===== src/rtl/tictactoe_pkg.sv =====
// Shared types and constants for the tic-tac-toe game controller: cell codes,
// FSM state encoding, winner codes and the table of the eight winning lines.
package tictactoe_pkg;

    typedef enum logic [1:0] {
        EMPTY = 2'b00,
        P1    = 2'b01,
        P2    = 2'b10
    } cell_t;

    typedef cell_t [8:0] board_t;

    typedef logic [1:0] state_t;
    localparam state_t PLAY  = 2'd0;
    localparam state_t CHECK = 2'd1;
    localparam state_t OVER  = 2'd2;

    localparam logic [1:0] W_NONE = 2'b00;
    localparam logic [1:0] W_P1   = 2'b01;
    localparam logic [1:0] W_P2   = 2'b10;
    localparam logic [1:0] W_DRAW = 2'b11;

    // Rows, columns, then the two diagonals, as row-major cell indices.
    localparam logic [3:0] WIN_LINES [8][3] = '{
        '{4'd0, 4'd1, 4'd2},
        '{4'd3, 4'd4, 4'd5},
        '{4'd6, 4'd7, 4'd8},
        '{4'd0, 4'd3, 4'd6},
        '{4'd1, 4'd4, 4'd7},
        '{4'd2, 4'd5, 4'd8},
        '{4'd0, 4'd4, 4'd8},
        '{4'd2, 4'd4, 4'd6}
    };

    function automatic logic line_win(input board_t b, input cell_t code);
        logic hit;
        hit = 1'b0;
        for (int l = 0; l < 8; l++) begin
            if (b[WIN_LINES[l][0]] == code &&
                b[WIN_LINES[l][1]] == code &&
                b[WIN_LINES[l][2]] == code) begin
                hit = 1'b1;
            end
        end
        return hit;
    endfunction

    function automatic logic board_full(input board_t b);
        logic full;
        full = 1'b1;
        for (int i = 0; i < 9; i++) begin
            if (b[i] == EMPTY) begin
                full = 1'b0;
            end
        end
        return full;
    endfunction

endpackage


===== src/rtl/game_controller_if.sv =====
// Button inputs and board/status outputs exchanged between the game controller
// and the board-level logic (buttons in, video_controller feed out).
interface game_controller_if;

    logic       btn_move;
    logic       btn_place;
    logic [1:0] block00;
    logic [1:0] block01;
    logic [1:0] block02;
    logic [1:0] block10;
    logic [1:0] block11;
    logic [1:0] block12;
    logic [1:0] block20;
    logic [1:0] block21;
    logic [1:0] block22;
    logic [3:0] selected;
    logic       turn;
    logic [1:0] winner;
    logic       game_over;

    // Board side: drives the raw buttons and consumes the rendered state.
    modport master (
        output btn_move, btn_place,
        input  block00, block01, block02, block10, block11, block12,
        input  block20, block21, block22,
        input  selected, turn, winner, game_over
    );

    // Controller side.
    modport slave (
        input  btn_move, btn_place,
        output block00, block01, block02, block10, block11, block12,
        output block20, block21, block22,
        output selected, turn, winner, game_over
    );

endinterface


===== src/rtl/button_conditioner.sv =====
// Raw push-button to single-cycle press pulse: 2-flop synchronizer, stability
// debouncer and rising-edge detector.
module button_conditioner #(
    parameter int DEBOUNCE_CYCLES = 1_000_000
) (
    input  logic clk_i,
    input  logic rst_i,
    input  logic btn_i,
    output logic pulse_o
);

    localparam int CNT_W = (DEBOUNCE_CYCLES > 2) ? $clog2(DEBOUNCE_CYCLES) : 1;
    localparam logic [CNT_W-1:0] CNT_MAX = CNT_W'(DEBOUNCE_CYCLES - 1);

    logic             sync1_q;
    logic             sync2_q;
    logic             vld1_q;
    logic             vld2_q;
    logic             armed_q;
    logic             armed_d;
    logic             stable_q;
    logic             stable_d;
    logic             prev_q;
    logic             pulse_q;
    logic [CNT_W-1:0] cnt_q;
    logic [CNT_W-1:0] cnt_d;

    always_comb begin
        cnt_d    = cnt_q;
        stable_d = stable_q;
        if (sync2_q == stable_q) begin
            cnt_d = '0;
        end else if (cnt_q == CNT_MAX) begin
            stable_d = sync2_q;
            cnt_d    = '0;
        end else begin
            cnt_d = cnt_q + CNT_W'(1);
        end
    end

    // A button still held from before reset must be seen released (once the
    // synchronizer holds real samples again) before its edges count.
    assign armed_d = armed_q | (vld2_q & ~sync2_q);

    always_ff @(posedge clk_i) begin
        if (rst_i) begin
            sync1_q  <= 1'b0;
            sync2_q  <= 1'b0;
            vld1_q   <= 1'b0;
            vld2_q   <= 1'b0;
            armed_q  <= 1'b0;
            stable_q <= 1'b0;
            prev_q   <= 1'b0;
            pulse_q  <= 1'b0;
            cnt_q    <= '0;
        end else begin
            sync1_q  <= btn_i;
            sync2_q  <= sync1_q;
            vld1_q   <= 1'b1;
            vld2_q   <= vld1_q;
            armed_q  <= armed_d;
            stable_q <= stable_d;
            prev_q   <= stable_q;
            pulse_q  <= stable_q & ~prev_q & armed_q;
            cnt_q    <= cnt_d;
        end
    end

    assign pulse_o = pulse_q;

endmodule


===== src/rtl/game_controller.sv =====
// Tic-tac-toe board and turn engine: cursor movement, alternating mark
// placement, win/draw detection and restart, feeding video_controller.
module game_controller
    import tictactoe_pkg::*;
#(
    parameter int DEBOUNCE_CYCLES = 1_000_000
) (
    input  logic              CLOCK_50,
    input  logic              reset,
    game_controller_if.slave  bus
);

    logic       mv_p;
    logic       pl_p;

    state_t     state_q;
    state_t     state_d;
    board_t     board_q;
    board_t     board_d;
    logic [3:0] sel_q;
    logic [3:0] sel_d;
    logic       turn_q;
    logic       turn_d;
    logic [1:0] winner_q;
    logic [1:0] winner_d;
    logic       over_q;
    logic       over_d;
    cell_t      mover;

    button_conditioner #(.DEBOUNCE_CYCLES(DEBOUNCE_CYCLES)) u_btn_move (
        .clk_i   (CLOCK_50),
        .rst_i   (reset),
        .btn_i   (bus.btn_move),
        .pulse_o (mv_p)
    );

    button_conditioner #(.DEBOUNCE_CYCLES(DEBOUNCE_CYCLES)) u_btn_place (
        .clk_i   (CLOCK_50),
        .rst_i   (reset),
        .btn_i   (bus.btn_place),
        .pulse_o (pl_p)
    );

    // Player 1 marks 01, player 2 marks 10.
    assign mover = cell_t'({turn_q, ~turn_q});

    always_comb begin
        state_d  = state_q;
        board_d  = board_q;
        sel_d    = sel_q;
        turn_d   = turn_q;
        winner_d = winner_q;
        over_d   = over_q;
        case (state_q)
            PLAY: begin
                // Place has priority; a simultaneous move press is dropped.
                if (pl_p) begin
                    if (board_q[sel_q] == EMPTY) begin
                        board_d[sel_q] = mover;
                        state_d        = CHECK;
                    end
                end else if (mv_p) begin
                    sel_d = (sel_q == 4'd8) ? 4'd0 : sel_q + 4'd1;
                end
            end
            CHECK: begin
                if (line_win(board_q, mover)) begin
                    winner_d = mover;
                    over_d   = 1'b1;
                    state_d  = OVER;
                end else if (board_full(board_q)) begin
                    winner_d = W_DRAW;
                    over_d   = 1'b1;
                    state_d  = OVER;
                end else begin
                    turn_d  = ~turn_q;
                    state_d = PLAY;
                end
            end
            OVER: begin
                if (pl_p) begin
                    for (int i = 0; i < 9; i++) begin
                        board_d[i] = EMPTY;
                    end
                    sel_d    = 4'd0;
                    turn_d   = 1'b0;
                    winner_d = W_NONE;
                    over_d   = 1'b0;
                    state_d  = PLAY;
                end
            end
            default: begin
                state_d = PLAY;
            end
        endcase
    end

    always_ff @(posedge CLOCK_50) begin
        if (reset) begin
            state_q  <= PLAY;
            for (int i = 0; i < 9; i++) begin
                board_q[i] <= EMPTY;
            end
            sel_q    <= 4'd0;
            turn_q   <= 1'b0;
            winner_q <= W_NONE;
            over_q   <= 1'b0;
        end else begin
            state_q  <= state_d;
            board_q  <= board_d;
            sel_q    <= sel_d;
            turn_q   <= turn_d;
            winner_q <= winner_d;
            over_q   <= over_d;
        end
    end

    assign bus.block00   = board_q[0];
    assign bus.block01   = board_q[1];
    assign bus.block02   = board_q[2];
    assign bus.block10   = board_q[3];
    assign bus.block11   = board_q[4];
    assign bus.block12   = board_q[5];
    assign bus.block20   = board_q[6];
    assign bus.block21   = board_q[7];
    assign bus.block22   = board_q[8];
    assign bus.selected  = sel_q;
    assign bus.turn      = turn_q;
    assign bus.winner    = winner_q;
    assign bus.game_over = over_q;

endmodule


===== src/flat_wrapper.sv =====
// flat-port wrapper written by rule: the top's interface ports become plain ports
module game_controller_flat import tictactoe_pkg::*;
#(
    parameter int DEBOUNCE_CYCLES = 1_000_000
)
  (CLOCK_50, reset, bus_btn_move, bus_btn_place, bus_block00, bus_block01, bus_block02, bus_block10, bus_block11, bus_block12, bus_block20, bus_block21, bus_block22, bus_selected, bus_turn, bus_winner, bus_game_over);
  game_controller_if bus_i ();
  input  logic CLOCK_50;
  input  logic reset;
  input wire logic [$bits(bus_i.btn_move)-1:0] bus_btn_move;
  input wire logic [$bits(bus_i.btn_place)-1:0] bus_btn_place;
  output wire logic [$bits(bus_i.block00)-1:0] bus_block00;
  output wire logic [$bits(bus_i.block01)-1:0] bus_block01;
  output wire logic [$bits(bus_i.block02)-1:0] bus_block02;
  output wire logic [$bits(bus_i.block10)-1:0] bus_block10;
  output wire logic [$bits(bus_i.block11)-1:0] bus_block11;
  output wire logic [$bits(bus_i.block12)-1:0] bus_block12;
  output wire logic [$bits(bus_i.block20)-1:0] bus_block20;
  output wire logic [$bits(bus_i.block21)-1:0] bus_block21;
  output wire logic [$bits(bus_i.block22)-1:0] bus_block22;
  output wire logic [$bits(bus_i.selected)-1:0] bus_selected;
  output wire logic [$bits(bus_i.turn)-1:0] bus_turn;
  output wire logic [$bits(bus_i.winner)-1:0] bus_winner;
  output wire logic [$bits(bus_i.game_over)-1:0] bus_game_over;
  assign bus_i.btn_move = bus_btn_move;
  assign bus_i.btn_place = bus_btn_place;
  assign bus_block00 = bus_i.block00;
  assign bus_block01 = bus_i.block01;
  assign bus_block02 = bus_i.block02;
  assign bus_block10 = bus_i.block10;
  assign bus_block11 = bus_i.block11;
  assign bus_block12 = bus_i.block12;
  assign bus_block20 = bus_i.block20;
  assign bus_block21 = bus_i.block21;
  assign bus_block22 = bus_i.block22;
  assign bus_selected = bus_i.selected;
  assign bus_turn = bus_i.turn;
  assign bus_winner = bus_i.winner;
  assign bus_game_over = bus_i.game_over;
  game_controller #(.DEBOUNCE_CYCLES(DEBOUNCE_CYCLES)) u_core (.CLOCK_50(CLOCK_50), .reset(reset), .bus(bus_i));
endmodule

===== config.mk =====
export PLATFORM = sky130hd
export DESIGN_NAME = game_controller_flat
export DESIGN_NICKNAME = d
export VERILOG_FILES = /design/src/rtl/tictactoe_pkg.sv /design/src/rtl/game_controller_if.sv /design/src/rtl/button_conditioner.sv /design/src/rtl/game_controller.sv /design/src/flat_wrapper.sv
export SDC_FILE = /design/constraint.sdc
export NUM_CORES = 1
export LEC_CHECK = 0
export BUFFER_PORTS_ARGS = -buffer_cell sky130_fd_sc_hd__buf_2
export CORE_MARGIN = 3
export CORE_UTILIZATION = 45
export DETAILED_ROUTE_END_ITERATION = 8
export GPL_TIMING_DRIVEN = 0
export PLACE_DENSITY = 0.63
export SLEW_MARGIN = 10
export SYNTH_ARGS = -nofsm -noshare
export SYNTH_HDL_FRONTEND = slang
export SYNTH_SLANG_ARGS = --single-unit

===== constraint.sdc =====
create_clock -name CLOCK_50 -period 2.4 [get_ports CLOCK_50]
set_input_delay 0.12 -clock CLOCK_50 [delete_from_list [all_inputs] [get_ports CLOCK_50]]
set_output_delay 0.12 -clock CLOCK_50 [all_outputs]
set_load 0.01 [all_outputs]

==> metrics.txt <==
Least-Margin Pin Slew about 0.67 ns; DRT Wirelength 9420 microns; grt total ovfl 0; Clk pin slew, worst setup/hold paths roughly 0.09 ns; overall routing resource usage 0.198; largest net degree at the start of global routing 16; NumNets Final 518; Initial Util 0.476; first-pass detailed-route iteration total 5; maximum root-to-sink buffer count 2; R2R Setup Slk ~0.1 ns; status completed; gpl congestion 0.867; TNS Setup 0 ns; Worst Path Required 2.64 ns; Max stage delay on crit path approximately 0.44 ns; Seq pwr share 0.562; Synth Warn # 0; cells on worst reg2reg path 6; DRC 0; Pwr per Cell Area between 500 and 600 mW/mm^2; Final Hold Vio Count 0; clk sinks 82; drt initial violations ~170; Fillers 791; post-synthesis mux area share 0.0214; EDFF count, synth 0; Final Critical Period approximately 2.3 ns; syn_nets 476; Hold Path Stages 3; Crit Path Class reg2reg; Die X between 100 and 150 microns; vias in the first global route around 3300; Worst Slack Setup Final between 0.1 and 0.15 ns; CTS Buf Count 9; CP Data Arrival Time roughly 2.5 ns; Synth Instances about 460; main combinational cell family by area after synthesis simple AND/OR/NAND/NOR gates; vias per cell approximately 5.6; Clock Power Share 0.420; sequential share of the synthesized area 0.407; Internal about 1.9 mW; Worst slew margin 0.556; sw frac 0.232; number of antenna diodes 0; post-route ant nets 0; post-CTS setup buffers 0; critical-path cell list and3b_1 -> and3_4 -> o41a_1 -> a2111oi_4 -> a31o_4 -> mux2_4; Core Footprint ~0.0085 sq mm; synthesized area 0.00403 sq mm; CTS tree done; Final Skew ~0.0077 ns; pre-CTS setup slack between 0.04 and 0.05 ns; share of cells above drive strength 1 0.143; clock root cell clkbuf_8; adder-cell share of the synthesized area 0.0279; Leakage ~1.6 nW; r2r startpoint u_core.bus.block11[0]; Yosys reg bits between 80 and 90; maxcap violations 0; via count 3467; average wire per cell in the routed design 15.3 microns; most frequent cells in the layout dfxtp_1 (79), nor2_1 (67), buf_2 (30); P_sw 0.566 mW; peak supply drop 0.000302 V; RSZ-0062 raised after global routing false; Logic pwr share 0.018; Hold Crit Start reset; Max FO, Critical Path 6; Final Max Slew Viols 0; Synth Area in XOR/XNOR 0.0804; die outline height just over 100 microns; commonest non-fill, non-tap cell in the layout dfxtp_1; H-tree levels 3; Netlist cell types 62; IO buf count 29; Synth Area in Compound Gates 0.149; Avg Synthesized Cell Area ~8.7 sq um; fraction of registers with async set/reset 0; Synth Flop Type dfxtp_1; final setup fails 0; worst hold path class in2reg; WHS Endpoint u_core.u_btn_move.sync2_q; Critical-path top delay cell dfxtp_1; fmax between 400 and 500 MHz; DP Wirelength a little under 7000 microns; num ports 30; Area Growth Syn to Fin 12.7%; Tcrit/Tclk final 0.958; critical path capture point type flop; reg2reg end u_core.bus.game_over; first-pass GRT wire length between 15000 and 20000 microns; Die Footprint 0.0101 sq mm; antenna violations before repair 0; simple-gate share of the synthesized area 0.269; Startpoint Class flop; # rows 33; clk_lat worst skew around 0.34 ns
-- Yosys cell counts, types with 3 or more instances --
master | instances | area share
clkbuf_1 | 12 | 0.011
nor2_1 | 68 | 0.063
a31oi_1 | 10 | 0.016
inv_1 | 23 | 0.021
ha_1 | 9 | 0.028
and4_1 | 4 | 0.0087
o22ai_1 | 6 | 0.0093
o21ai_0 | 19 | 0.024
nand3b_1 | 6 | 0.011
or3_1 | 6 | 0.0093
o32ai_1 | 7 | 0.015
a21oi_1 | 11 | 0.014
nand3_1 | 21 | 0.026
nor3_1 | 10 | 0.012
dfxtp_1 | 82 | 0.41
nand4_1 | 14 | 0.022
nor3b_1 | 5 | 0.0093
or3b_1 | 3 | 0.0065
nand2_1 | 23 | 0.021
nor4_1 | 4 | 0.0062
xor2_1 | 23 | 0.050
nor2b_1 | 8 | 0.012
nand2b_1 | 9 | 0.014
o211ai_1 | 12 | 0.022
mux2i_1 | 6 | 0.015
xnor2_1 | 14 | 0.030
and3_1 | 5 | 0.0078
and3b_1 | 4 | 0.0087
-- flip-flops by register name, indices dropped and copies added (netlist names), 2 cells and up --
signal and cells:
u_core.u_btn_move.cnt_q 20, u_core.bus.block01 2, u_core.bus.block20 2, u_core.bus.selected 4
u_core.bus.block02 2, u_core.state_q 2, u_core.bus.block12 2, u_core.bus.block00 2
u_core.bus.block11 2, u_core.bus.block22 2, u_core.bus.block21 2, u_core.bus.block10 2
u_core.bus.winner 2, u_core.u_btn_place.cnt_q 20
-- metal layers --
metal  track usage  vias to the layer above  part of all wire
met4        0.0611                        0             0.014
li1              -                     1739                 -
met1         0.306                     1606              0.51
met2         0.280                      110              0.43
met3        0.0277                       12             0.055
met5             0                        -                 0
-- metrics by stage --
step	power (mW)	utilization	cell area (sq um)	std cells	hold WS, ns
after floorplan	1.43	-	4030	463	0.248
after global placement	1.44	0.509	4310	597	0.335
after detailed placement	1.44	0.509	4310	597	0.345
after CTS	2.46	0.535	4530	615	0.293
after global routing	2.55	0.536	4540	615	0.336
final	2.44	0.536	4540	615	0.313
-- power groups by stage --
stage,clock network (mW),logic (mW),registers (mW)
floorplan,0,0.0256,1.40
global placement,0,0.0391,1.40
detailed placement,0,0.0393,1.40
CTS,1.05,0.0419,1.37
global route,1.12,0.0480,1.37
finish,1.02,0.0427,1.37
-- worst max path at each step --
| stage | endpoint | cells after the start | from | slack, ns |
|---|---|---|---|---|
| after floorplan | u_core.bus.game_over | 6 | u_core.bus.block11[0] | 0.20 |
| after global placement | u_core.state_q[0] | 9 | u_core.bus.selected[2] | 0.05 |
| after detailed placement | u_core.state_q[0] | 9 | u_core.bus.selected[2] | 0.05 |
| after CTS | u_core.state_q[0] | 9 | u_core.bus.selected[2] | 0.01 |
| after global routing | u_core.bus.game_over | 6 | u_core.bus.block11[0] | 0.002 |
| final | u_core.bus.game_over | 6 | u_core.bus.block11[0] | 0.10 |
-- what timing repair did --
item / 4_1_cts / 5_1_grt
gates resized for setup: 0 / 15
hold buffers: 2 / 0
endpoints found under the hold margin: 2 / 0
endpoints found under the setup margin: 0 / 30
-- worst max-delay path, delay by kind of cell, from the launching register on --
kind / cells / cell delay, ns
AOI/OAI and AO/OA: 3 / 1.06
DFF: 1 / 0.44
and+or+nand+nor: 2 / 0.39
muxes: 1 / 0.30
-- cells by family after synthesis --
family | Yosys count
multiplexers | 8
buffers and inverters | 43
XOR/XNOR | 37
AND/OR/NAND/NOR | 204
adder cells (fa/ha/maj) | 9
flip-flops | 82
AO/OA/AOI/OAI | 80
-- cell type report --
cell class | instances | area (sq um) | share of cell area
clock inverter | 7 | 76.3 | 0.0168
multi-input combinational | 338 | 2210 | 0.486
tap | 105 | 131 | 0.0289
clock buffer | 9 | 124 | 0.0273
inverter | 24 | 90.1 | 0.0198
timing repair buffer | 31 | 165 | 0.0364
buffer | 19 | 100 | 0.0220
sequential | 82 | 1650 | 0.362
Note: power is estimated with default switching activity, not from simulation.
